<file path="config.mk">
export PLATFORM = sky130hd
export DESIGN_NAME = ines_loader
export DESIGN_NICKNAME = d
export VERILOG_FILES = /design/src/rtl/ines_loader.sv
export SDC_FILE = /design/constraint.sdc
export NUM_CORES = 1
export LEC_CHECK = 0
export BUFFER_PORTS_ARGS = -buffer_cell sky130_fd_sc_hd__buf_2
export CAP_MARGIN = 20
export CORE_ASPECT_RATIO = 1.75
export CORE_MARGIN = 5
export CORE_UTILIZATION = 30
export DETAILED_ROUTE_END_ITERATION = 8
export PLACE_DENSITY_LB_ADDON = 0.3
export REMOVE_ABC_BUFFERS = 1
export SLEW_MARGIN = 10
export SYNTH_ARGS = -nofsm -noshare
export SYNTH_HDL_FRONTEND = slang
export SYNTH_SLANG_ARGS = --single-unit
</file>
<file path="constraint.sdc">
create_clock -name cpu_clk -period 1.9 [get_ports cpu_clk]
set_input_delay 0.095 -clock cpu_clk [delete_from_list [all_inputs] [get_ports cpu_clk]]
set_output_delay 0.095 -clock cpu_clk [all_outputs]
set_load 0.005 [all_outputs]
</file>
<file path="src/rtl/ines_loader.sv">
// iNES cartridge image loader.
// Consumes a .nes file one byte at a time, validates the 16-byte header,
// skips an optional 512-byte trainer, and streams PRG then CHR bytes out
// as single-cycle write strobes. The CPU/PPU are held until the image is in.
module ines_loader #(
   parameter int PRG_BYTES = 16384,
   parameter int CHR_BYTES = 8192
) (
   input  logic        cpu_clk,
   input  logic        rst,
   input  logic        in_valid,
   input  logic [7:0]  in_data,
   output logic        in_ready,
   output logic        prg_we,
   output logic [13:0] prg_addr,
   output logic [7:0]  prg_wd,
   output logic        chr_we,
   output logic [12:0] chr_addr,
   output logic [7:0]  chr_wd,
   output logic        cpu_hold,
   output logic        done,
   output logic        err,
   output logic [1:0]  err_code
);

   typedef enum logic [2:0] {HDR, TRAIN, PRG, CHR, DONE, ERR} state_t;

   localparam logic [7:0]  PRG_UNITS  = 8'(PRG_BYTES / 16384);
   localparam logic [7:0]  CHR_UNITS  = 8'(CHR_BYTES / 8192);
   localparam logic [13:0] PRG_LAST   = 14'(PRG_BYTES - 1);
   localparam logic [13:0] CHR_LAST   = 14'(CHR_BYTES - 1);
   localparam logic [13:0] TRAIN_LAST = 14'd511;

   state_t      state, state_next;
   logic [13:0] count, count_next;
   logic [3:0]  mapper_lo, mapper_lo_next;
   logic        trainer, trainer_next;
   logic [1:0]  err_code_next;
   logic        take;

   assign in_ready = (state != DONE) && (state != ERR);
   assign take     = in_valid && in_ready;
   assign done     = (state == DONE);
   assign err      = (state == ERR);
   assign cpu_hold = (state != DONE);

   // State, byte counter and the header fields kept between bytes 6 and 7
   always_ff @(posedge cpu_clk) begin
      if (rst) begin
         state     <= HDR;
         count     <= 14'd0;
         mapper_lo <= 4'd0;
         trainer   <= 1'b0;
         err_code  <= 2'b00;
      end else begin
         state     <= state_next;
         count     <= count_next;
         mapper_lo <= mapper_lo_next;
         trainer   <= trainer_next;
         err_code  <= err_code_next;
      end
   end

   // Next-state logic: header checks byte by byte, then length-counted sections
   always_comb begin
      state_next     = state;
      count_next     = count;
      mapper_lo_next = mapper_lo;
      trainer_next   = trainer;
      err_code_next  = err_code;
      if (take) begin
         case (state)
            HDR: begin
               count_next = count + 14'd1;
               case (count[3:0])
                  4'd0: if (in_data != 8'h4E) begin state_next = ERR; err_code_next = 2'b01; end
                  4'd1: if (in_data != 8'h45) begin state_next = ERR; err_code_next = 2'b01; end
                  4'd2: if (in_data != 8'h53) begin state_next = ERR; err_code_next = 2'b01; end
                  4'd3: if (in_data != 8'h1A) begin state_next = ERR; err_code_next = 2'b01; end
                  4'd4: if (in_data != PRG_UNITS) begin state_next = ERR; err_code_next = 2'b10; end
                  4'd5: if (in_data != CHR_UNITS) begin state_next = ERR; err_code_next = 2'b10; end
                  4'd6: begin
                     mapper_lo_next = in_data[7:4];
                     trainer_next   = in_data[2];
                  end
                  4'd7: if ({in_data[7:4], mapper_lo} != 8'h00) begin
                     state_next    = ERR;
                     err_code_next = 2'b11;
                  end
                  4'd15: begin
                     state_next = trainer ? TRAIN : PRG;
                     count_next = 14'd0;
                  end
                  default: ;
               endcase
            end
            TRAIN: begin
               if (count == TRAIN_LAST) begin
                  state_next = PRG;
                  count_next = 14'd0;
               end else begin
                  count_next = count + 14'd1;
               end
            end
            PRG: begin
               if (count == PRG_LAST) begin
                  state_next = CHR;
                  count_next = 14'd0;
               end else begin
                  count_next = count + 14'd1;
               end
            end
            CHR: begin
               if (count == CHR_LAST) begin
                  state_next = DONE;
                  count_next = 14'd0;
               end else begin
                  count_next = count + 14'd1;
               end
            end
            default: ;
         endcase
      end
   end

   // Write ports: registered so each accepted section byte appears for exactly the next cycle
   always_ff @(posedge cpu_clk) begin
      if (rst) begin
         prg_we   <= 1'b0;
         prg_addr <= 14'd0;
         prg_wd   <= 8'd0;
         chr_we   <= 1'b0;
         chr_addr <= 13'd0;
         chr_wd   <= 8'd0;
      end else begin
         prg_we <= take && (state == PRG);
         chr_we <= take && (state == CHR);
         if (take && (state == PRG)) begin
            prg_addr <= count;
            prg_wd   <= in_data;
         end
         if (take && (state == CHR)) begin
            chr_addr <= count[12:0];
            chr_wd   <= in_data;
         end
      end
   end

endmodule

</file>
* After elaboration in Yosys (flattened, before gate mapping) *
Index checks and enable logic that the tools add are counted.
W data, S select, Z words.

storage, ports and cells
  memory bits (read-only) = 0
  latch bits = 0
  output and inout bits = 51
  RAM bits = 0
  bits in registers = 69
  input port bits = 11
  memories = 0
  word-level logic and storage cells = 89

cells by class
  mux-type cells = 24
  $add $sub $neg = 1
  reductions and logical operators = 14
  equality and inequality tests = 39
  bitwise operators = 0
  shift operators = 0
  div/mod/pow operators = 0
  $lt $le $gt $ge = 0
  $mul = 0

operators by type and width
  kind                     number
  $mux W14                 4
  $pmux W14 S4             1
  $mux W3                  9
  $ne A3 B3 Y1 const B     8
  $ne A8 B7 Y1 const B     3
  $pmux W3 S7              1
  $eq A4 B3 Y1 const B     4
  $ne A2 B2 Y1 const B     8
  $add A14 B1 Y14 const B  1
  $eq A14 B13 Y1 const B   1
  $eq A14 B14 Y1 const B   1
  $eq A14 B9 Y1 const B    1
  $mux W2                  7
  $pmux W2 S6              1
  $pmux W3 S4              1
  $reduce_and A12 Y1       1
  $reduce_and A9 Y1        1
  $eq A4 B2 Y1 const B     2
  $ne A8 B1 Y1 const B     1
  $ne A8 B3 Y1 const B     1
  $ne A8 B5 Y1 const B     1
  $reduce_bool A8 Y1       1
  $eq A3 B2 Y1 const B     2
  $eq A3 B3 Y1 const B     2
  12 further kinds         15

* Longest topological paths before layout *
Gate-level depths: netlist (run 1).

  depth in word-level cells = 4
  gate-level depth with buffers = 8
  gate-level depth less buffers = 7

* Worst setup path before layout (run 1) *
Ideal clock, no wire load.

  path kind = register to register
  start = register count[0]
  end = register err_code[0]
  arrival = 1.825 ns
  path slack = -0.048 ns
  cell stages (with the launch flop) = 7
  clock period less this slack = 1.948 ns
  library setup time = 0.123 ns
  path buffers = 0
  cell sequence = dfxtp_1 > ha_1 > or4bb_1 > a211oi_1 > o211a_1 > nor2_1 > mux2_1

between the ends
  cells in the longest elaborated chain, start to end = 4
  elaborated cells on any way between the ends = 17

RTL lines
  item                                                          RTL line  source
  start: declaration                                            35        logic [13:0] count, count_next;
  start signal: assignment                                      57        count <= count_next;
  $eq A4 B3 Y1                                                  75        case (count[3:0])
  $reduce_or A2 Y1 (no line)                                    n/a
  $reduce_bool A6 Y1 (no line) or $ne A2 B1 Y1 (tied branches)  n/a
  $reduce_and A9 Y1 (no line)                                   n/a
  end signal: assignment                                        60        err_code <= err_code_next;
  end: declaration                                              23        output logic [1:0] err_code

Several ways; a longest one is shown, not always the timed one.
A chain may end at the register's enable or synchronous reset.

* Worst setup path in the final report (run 1) *
  start = register count[1]
  end = register err_code[1]

The elaborated chain is that of the path after synthesis.

==> results of run 1 <==
power groups by stage:
stage,sequential [mW],combinational (mW),clock (mW)
after floorplan,1.61,0.459,0
after global placement,1.59,0.925,0
after detailed placement,1.60,0.937,0
after CTS,1.59,1.00,1.49
after global routing,1.60,1.23,1.53
final,1.59,1.11,1.44
per-layer routing:
layer / share of wire, % / GRT usage, % / vias up / wire length (um)
li1: - / - / 1474 / -
met1: 39 / 15.4 / 1372 / 3370
met2: 54 / 26.1 / 51 / 4700
met3: 4.0 / 2.75 / 16 / 341
met4: 2.5 / 7.14 / 0 / 214
met5: 0 / 0 / - / 0
timing repair:
item,4_1_cts,5_1_grt
pin swaps,2,13
endpoints found under the setup margin,15,15
setup buffers,1,1
gates resized for setup,18,19
metrics by stage:
stage / power, mW / instances / hold WS, ns / area, um^2
finish: 4.14 / 597 / 0.0441 / 4160
global route: 4.36 / 597 / 0.0680 / 4160
CTS: 4.07 / 596 / 0.0361 / 4070
detailed placement: 2.53 / 582 / 0.380 / 3730
global placement: 2.52 / 582 / 0.373 / 3730
floorplan: 2.07 / 356 / 0.164 / 2960
registers in the layout, summed over array words and instances (netlist names), 2 cells and up:
signal     flops
prg_wd         8
err_code       2
mapper_lo      4
chr_wd         8
chr_addr      13
state          3
count         14
prg_addr      14
cell type report:
type	count	area (um^2)	area share, %
inverter	10	45.0	1.08
sequential	69	1390	33.4
tap	127	159	3.82
clock inverter	2	12.5	0.301
multi-input combinational	277	1660	40.0
timing repair buffer	101	646	15.5
clock buffer	11	243	5.84
cells in the mapped netlist (2+ instances only):
cell type | number | share of area (%)
a211oi_1 | 2 | 0.49
o21ai_0 | 5 | 0.82
a2111o_1 | 2 | 0.73
nand3_1 | 5 | 0.82
or4_1 | 2 | 0.49
buf_2 | 5 | 0.82
nand2_1 | 97 | 12
nor3_1 | 7 | 1.1
mux2i_1 | 5 | 1.6
o22ai_1 | 2 | 0.41
nor4_1 | 3 | 0.61
nand2b_1 | 4 | 0.82
nand4b_1 | 2 | 0.57
dfxtp_1 | 69 | 45
a211o_1 | 2 | 0.57
a21oi_1 | 52 | 8.5
nor2b_1 | 4 | 0.82
and4_1 | 2 | 0.57
clkbuf_1 | 15 | 1.8
nor2_1 | 28 | 3.4
xnor2_1 | 5 | 1.4
a21o_1 | 4 | 0.98
ha_1 | 5 | 2.0
or4bb_1 | 2 | 0.73
buf_1 | 3 | 0.37
or3_1 | 4 | 0.82
xor2_1 | 3 | 0.86
inv_1 | 9 | 1.1
nand3b_1 | 3 | 0.73
nand4_1 | 7 | 1.4
tightest hold or removal path, stage by stage:
cell     delay, ns
buf_2         0.12
nand2_1       0.05
a21oi_1       0.05
kinds of logic after synthesis:
logic type,count (synthesis)
flops,69
fa+ha+maj,5
simple gates,178
mux,6
buf+inv,35
compound gates,80
xor+xnor,8
worst min path at each step:
| stage | start | end | cells after the start |
|---|---|---|---|
| finish | in_data[5] | chr_wd[5] | 3 |
| global route | in_data[5] | chr_wd[5] | 3 |
| CTS | in_data[5] | chr_wd[5] | 3 |
| detailed placement | in_data[5] | chr_wd[5] | 3 |
| global placement | in_data[5] | chr_wd[5] | 3 |
| floorplan | rst | chr_addr[0] | 1 |
==> flow_summary.yaml, run 1 <==
timing:
  fmax_ghz: 0.518
  final.setup.tns_ns: -0.0430
  finalWorstSetupSlack_ns: -0.0296
  fin_crit_sh_pct: 102
  period_needed_ns: 1.93
  maxSlewHeadroom_pct: 71.3
  setup_viol: 2
  rsz0062_at_grt: "true"
  worst_slew_pin_slew_ns: 0.430
  finalClockSkew_ns: 0.00290
  hold_viol: 0
  drv_slew: 0
die:
  initial_core_util_pct: 30.1
  rows: 49
  core-area_um2: 10200
  die-width_um: 86.4
  die_h_um: 144
  die_area_um2: 12400
  io_pins: 62
final_layout:
  drive_above_1_share_pct: 30.4
  diodes: 0
  utilization_pct: 40.9
  final_common_cell: "nand2_1"
  final_cell_mix: "nand2_1, dfxtp_1, buf_2"
  final_nets: 484
  nFillCells: 1075
  syn_to_final_growth_pct: 35.6
grt:
  grtUsageTotal_pct: 14.3
  grt_pass1_vias: 2844
  grt_overflow: 0
  grt_pass1_wl_um: 14000
  antenna_found_initial: 0
  grt_start_max_net_pins: 23
pwr:
  seq_power_share_pct: 38.5
  switching_share_pct: 29.1
  power_switching_mw: 1.20
  p_comb_share_pct: 26.8
  p_int_mw: 2.93
  p_clk_share_pct: 34.7
  pwr_density_cell_nw_per_um2: 995
  cellLeakagePower_nw: 1.68
  vdd_drop_max_mv: 0.510
yosys:
  synthMuxAreaShare_pct: 2.00
  synth_xor_area_share_pct: 2.28
  synth-seq-cells: 69
  synth-adder-area-share_pct: 2.04
  async_reset_ff_share_pct: 0
  synth_top_family_by_area: "simple AND/OR/NAND/NOR gates"
  syn_area_per_cell_um2: 8.05
  mappedNetlistArea_um2: 3070
  yosys_warnings: 0
  yosysUniqueCellTypes: 53
  yosys.area_share.simple_pct: 27.4
  synth-compound-area-share_pct: 16.4
  seq_area_frac_synth_pct: 45.0
  synthCells: 381
  ys.flop_type: "dfxtp_1"
  synth_edf_count: 0
routing:
  vias_per_cell: 4.88
  drc: 0
  wl_um: 8630
  vias: 2913
  drt_iter0_drc: 131
  wl_per_cell_um: 14.5
  ant_nets: 0
  dr.pass1.iters: 4
cts:
  clock_path_buffers: 2
  h-tree-depth: 3
  path_clk_slew_ns: 0.05
  clock_tree.root_cell: "clkbuf_16"
  cts_tree: "built"
  cts.sinks: 69
  insertion_delay_ns: 0.32
  ctsHoldBuffers: 0
  cts_buffers: 9
critical_path:
  crit_buf_inv: 1
  worstPathCellList: "buf_6 -> ha_4 -> nand2b_4 -> a2111o_1 -> a41o_1 -> or4_4 -> a21oi_2"
  cp_max_fo: 3
  critPathMaxStageDelay_ns: 0.42
  rr_worst_depth: 7
  path_class: "register to register"
  crit_arrival_ns: 2.19
  cp_top_family: "compound AO/OA/AOI/OAI gates"
  crit_path_top_delay_cell: "or4_4"
  cp_num_cells: 7
  r2r_start: "count[1]"
  r2r_end: "err_code[1]"
  endpoint_kind: "register"
  reg2reg_slack_ns: -0.03
  cp-endpoint: "err_code[1]"
  startpoint: "count[1]"
  cp-start-kind: "register"
  crit_required_ns: 2.16
place:
  pre_cts_slack_ns: -0.152
  dpl.hpwl_um: 6360
  gp_congestion: 0.819
  io_buffer_count: 61
outcome:
  violations: "setup timing"
  outcome: "finished, violations left"
min_path:
  min_path_type: "input port to register"
job:
  maxCapViolCount: 0
Note: power is estimated with default switching activity, not from simulation.
==> run 2: changes to the inputs <==
--- a/config.mk
+++ b/config.mk
@@ -7,9 +7,9 @@
 export LEC_CHECK = 0
 export BUFFER_PORTS_ARGS = -buffer_cell sky130_fd_sc_hd__buf_2
 export CAP_MARGIN = 20
-export CORE_ASPECT_RATIO = 1.75
+export CORE_ASPECT_RATIO = 0.6
 export CORE_MARGIN = 5
-export CORE_UTILIZATION = 30
+export CORE_UTILIZATION = 35
 export DETAILED_ROUTE_END_ITERATION = 8
 export PLACE_DENSITY_LB_ADDON = 0.3
 export REMOVE_ABC_BUFFERS = 1
==> run 2 against run 1 <==
  * The run still ends with setup timing left
  * Sequential cell count unchanged
  * Clock skew up 0.0038 ns
  * Routed wire length up 4.5%
  * Sequential share of layout area down 0.12 points
  * Core utilization up 8.1 points
  * Highest routed layer unchanged
==> flow_summary.yaml, run 2 (synthesized netlist as in run 1, its figures left out) <==
min_path:
  min_from: "in_data[5]"
  whs_endpoint: "chr_wd[5]"
  hold-path-cell-count: 3
  min_path_type: "input port to register"
timing:
  hold_viol: 0
  fin_crit_sh_pct: 102
  maxSlewHeadroom_pct: 55.7
  worst_slew_pin_slew_ns: 0.665
  finalWorstSetupSlack_ns: -0.0469
  rsz0062_at_grt: "true"
  period_needed_ns: 1.95
  whs_ns: 0.0400
  finalClockSkew_ns: 0.00666
  fmax_ghz: 0.514
  drv_slew: 0
  final.setup.tns_ns: -0.129
  setup_viol: 3
outcome:
  outcome: "finished, violations left"
  violations: "setup timing"
critical_path:
  path_class: "register to register"
  crit_required_ns: 2.12
  rr_worst_depth: 6
  r2r_end: "err_code[0]"
  endpoint_kind: "register"
  cp_max_fo: 6
  reg2reg_slack_ns: -0.05
  r2r_start: "count[0]"
  cp-start-kind: "register"
  crit_arrival_ns: 2.17
place:
  place_inst: 567
  placed_area_um2: 3690
  io_buffer_count: 61
  pre_cts_slack_ns: -0.261
  dpl.hpwl_um: 6440
  gp_congestion: 0.893
die:
  die-width_um: 131
  die_h_um: 82.5
  core-area_um2: 8520
  io_pins: 62
  die_area_um2: 10800
  rows: 26
  initial_core_util_pct: 36.0
cts:
  cts.sinks: 69
  cts_tree: "built"
  clock_tree.root_cell: "clkbuf_16"
  insertion_delay_ns: 0.34
  path_clk_slew_ns: 0.06
  clock_path_buffers: 2
  cts_buffers: 9
  h-tree-depth: 3
final_layout:
  syn_to_final_growth_pct: 36.1
  final_common_cell: "nand2_1"
  reg_top3: "count x14, prg_addr x14, chr_addr x13"
  final_nets: 484
  final_cell_mix: "nand2_1, dfxtp_1, buf_2"
  instances_no_fill: 585
  fin_area_um2: 4170
  diodes: 0
  utilization_pct: 49.0
  drive_above_1_share_pct: 31.1
grt:
  antenna_found_initial: 0
  grt_pass1_wl_um: 14100
  grt_overflow: 0
  grt_pass1_vias: 2725
  grtUsageTotal_pct: 17.1
  grt_start_max_net_pins: 41
routing:
  drc: 0
  ant_nets: 0
  vias_per_cell: 5.04
  dr.pass1.iters: 5
  vias: 2949
  wl_per_cell_um: 15.4
  wl_um: 9020
  drt_iter0_drc: 209
pwr:
  pwr_density_cell_nw_per_um2: 1080
  vdd_drop_max_mv: 0.457
  cellLeakagePower_nw: 1.71
  finalPower_mw: 4.49
job:
  maxCapViolCount: 0
==> run 2: changes by cell type in the layout (fill, tap and decap cells not counted), sizes merged <==
cell    delta
clkinv     +2
bufinv     +2
clkbuf     -1
==> run 2: worst max-delay path, stage by stage, from the launching register on <==
cell	delay [ns]
dfxtp_4	0.40
ha_4	0.18
or4b_4	0.48
o22ai_4	0.19
a41o_1	0.24
nor2_2	0.05
mux2_4	0.29
==> run 2: report_power, final <==
part           switching (mW)  total, mW  internal, mW  leakage, nW
logic                   0.585       1.08         0.497        0.990
clock network           0.638       1.82          1.18        0.158
registers              0.0737       1.59          1.52        0.559
==> run 2: layer usage <==
layer / GRT usage [%] / wire [um]
met1: 25.0 / 4660
met2: 23.8 / 3640
met3: 5.21 / 587
met4: 5.75 / 131
met5: 0 / 0
==> run 2: how the worst max path moves through the flow <==
stage / from / endpoint / slack, ns
floorplan: state[2] / prg_addr[0] / -0.12
detailed placement: count[1] / err_code[0] / -0.26
finish: count[0] / err_code[0] / -0.05
CTS: count[0] / err_code[0] / -0.02
global route: count[0] / count[0] / -0.10
global placement: count[0] / err_code[0] / -0.13
==> run 2: area by class of cell <==
type / instances / area [um^2]
timing repair buffer: 101 / 613
sequential: 69 / 1390
multi-input combinational: 277 / 1660
clock inverter: 6 / 86.3
tap: 112 / 140
fill: 835 / 4350
clock buffer: 10 / 239
inverter: 10 / 45.0
==> run 2: repair_timing <==
action	CTS	global route
setup endpoints to repair	18	10
pin swaps	5	10
gates resized for setup	18	16
hold buffers	0	0
setup buffers	1	1
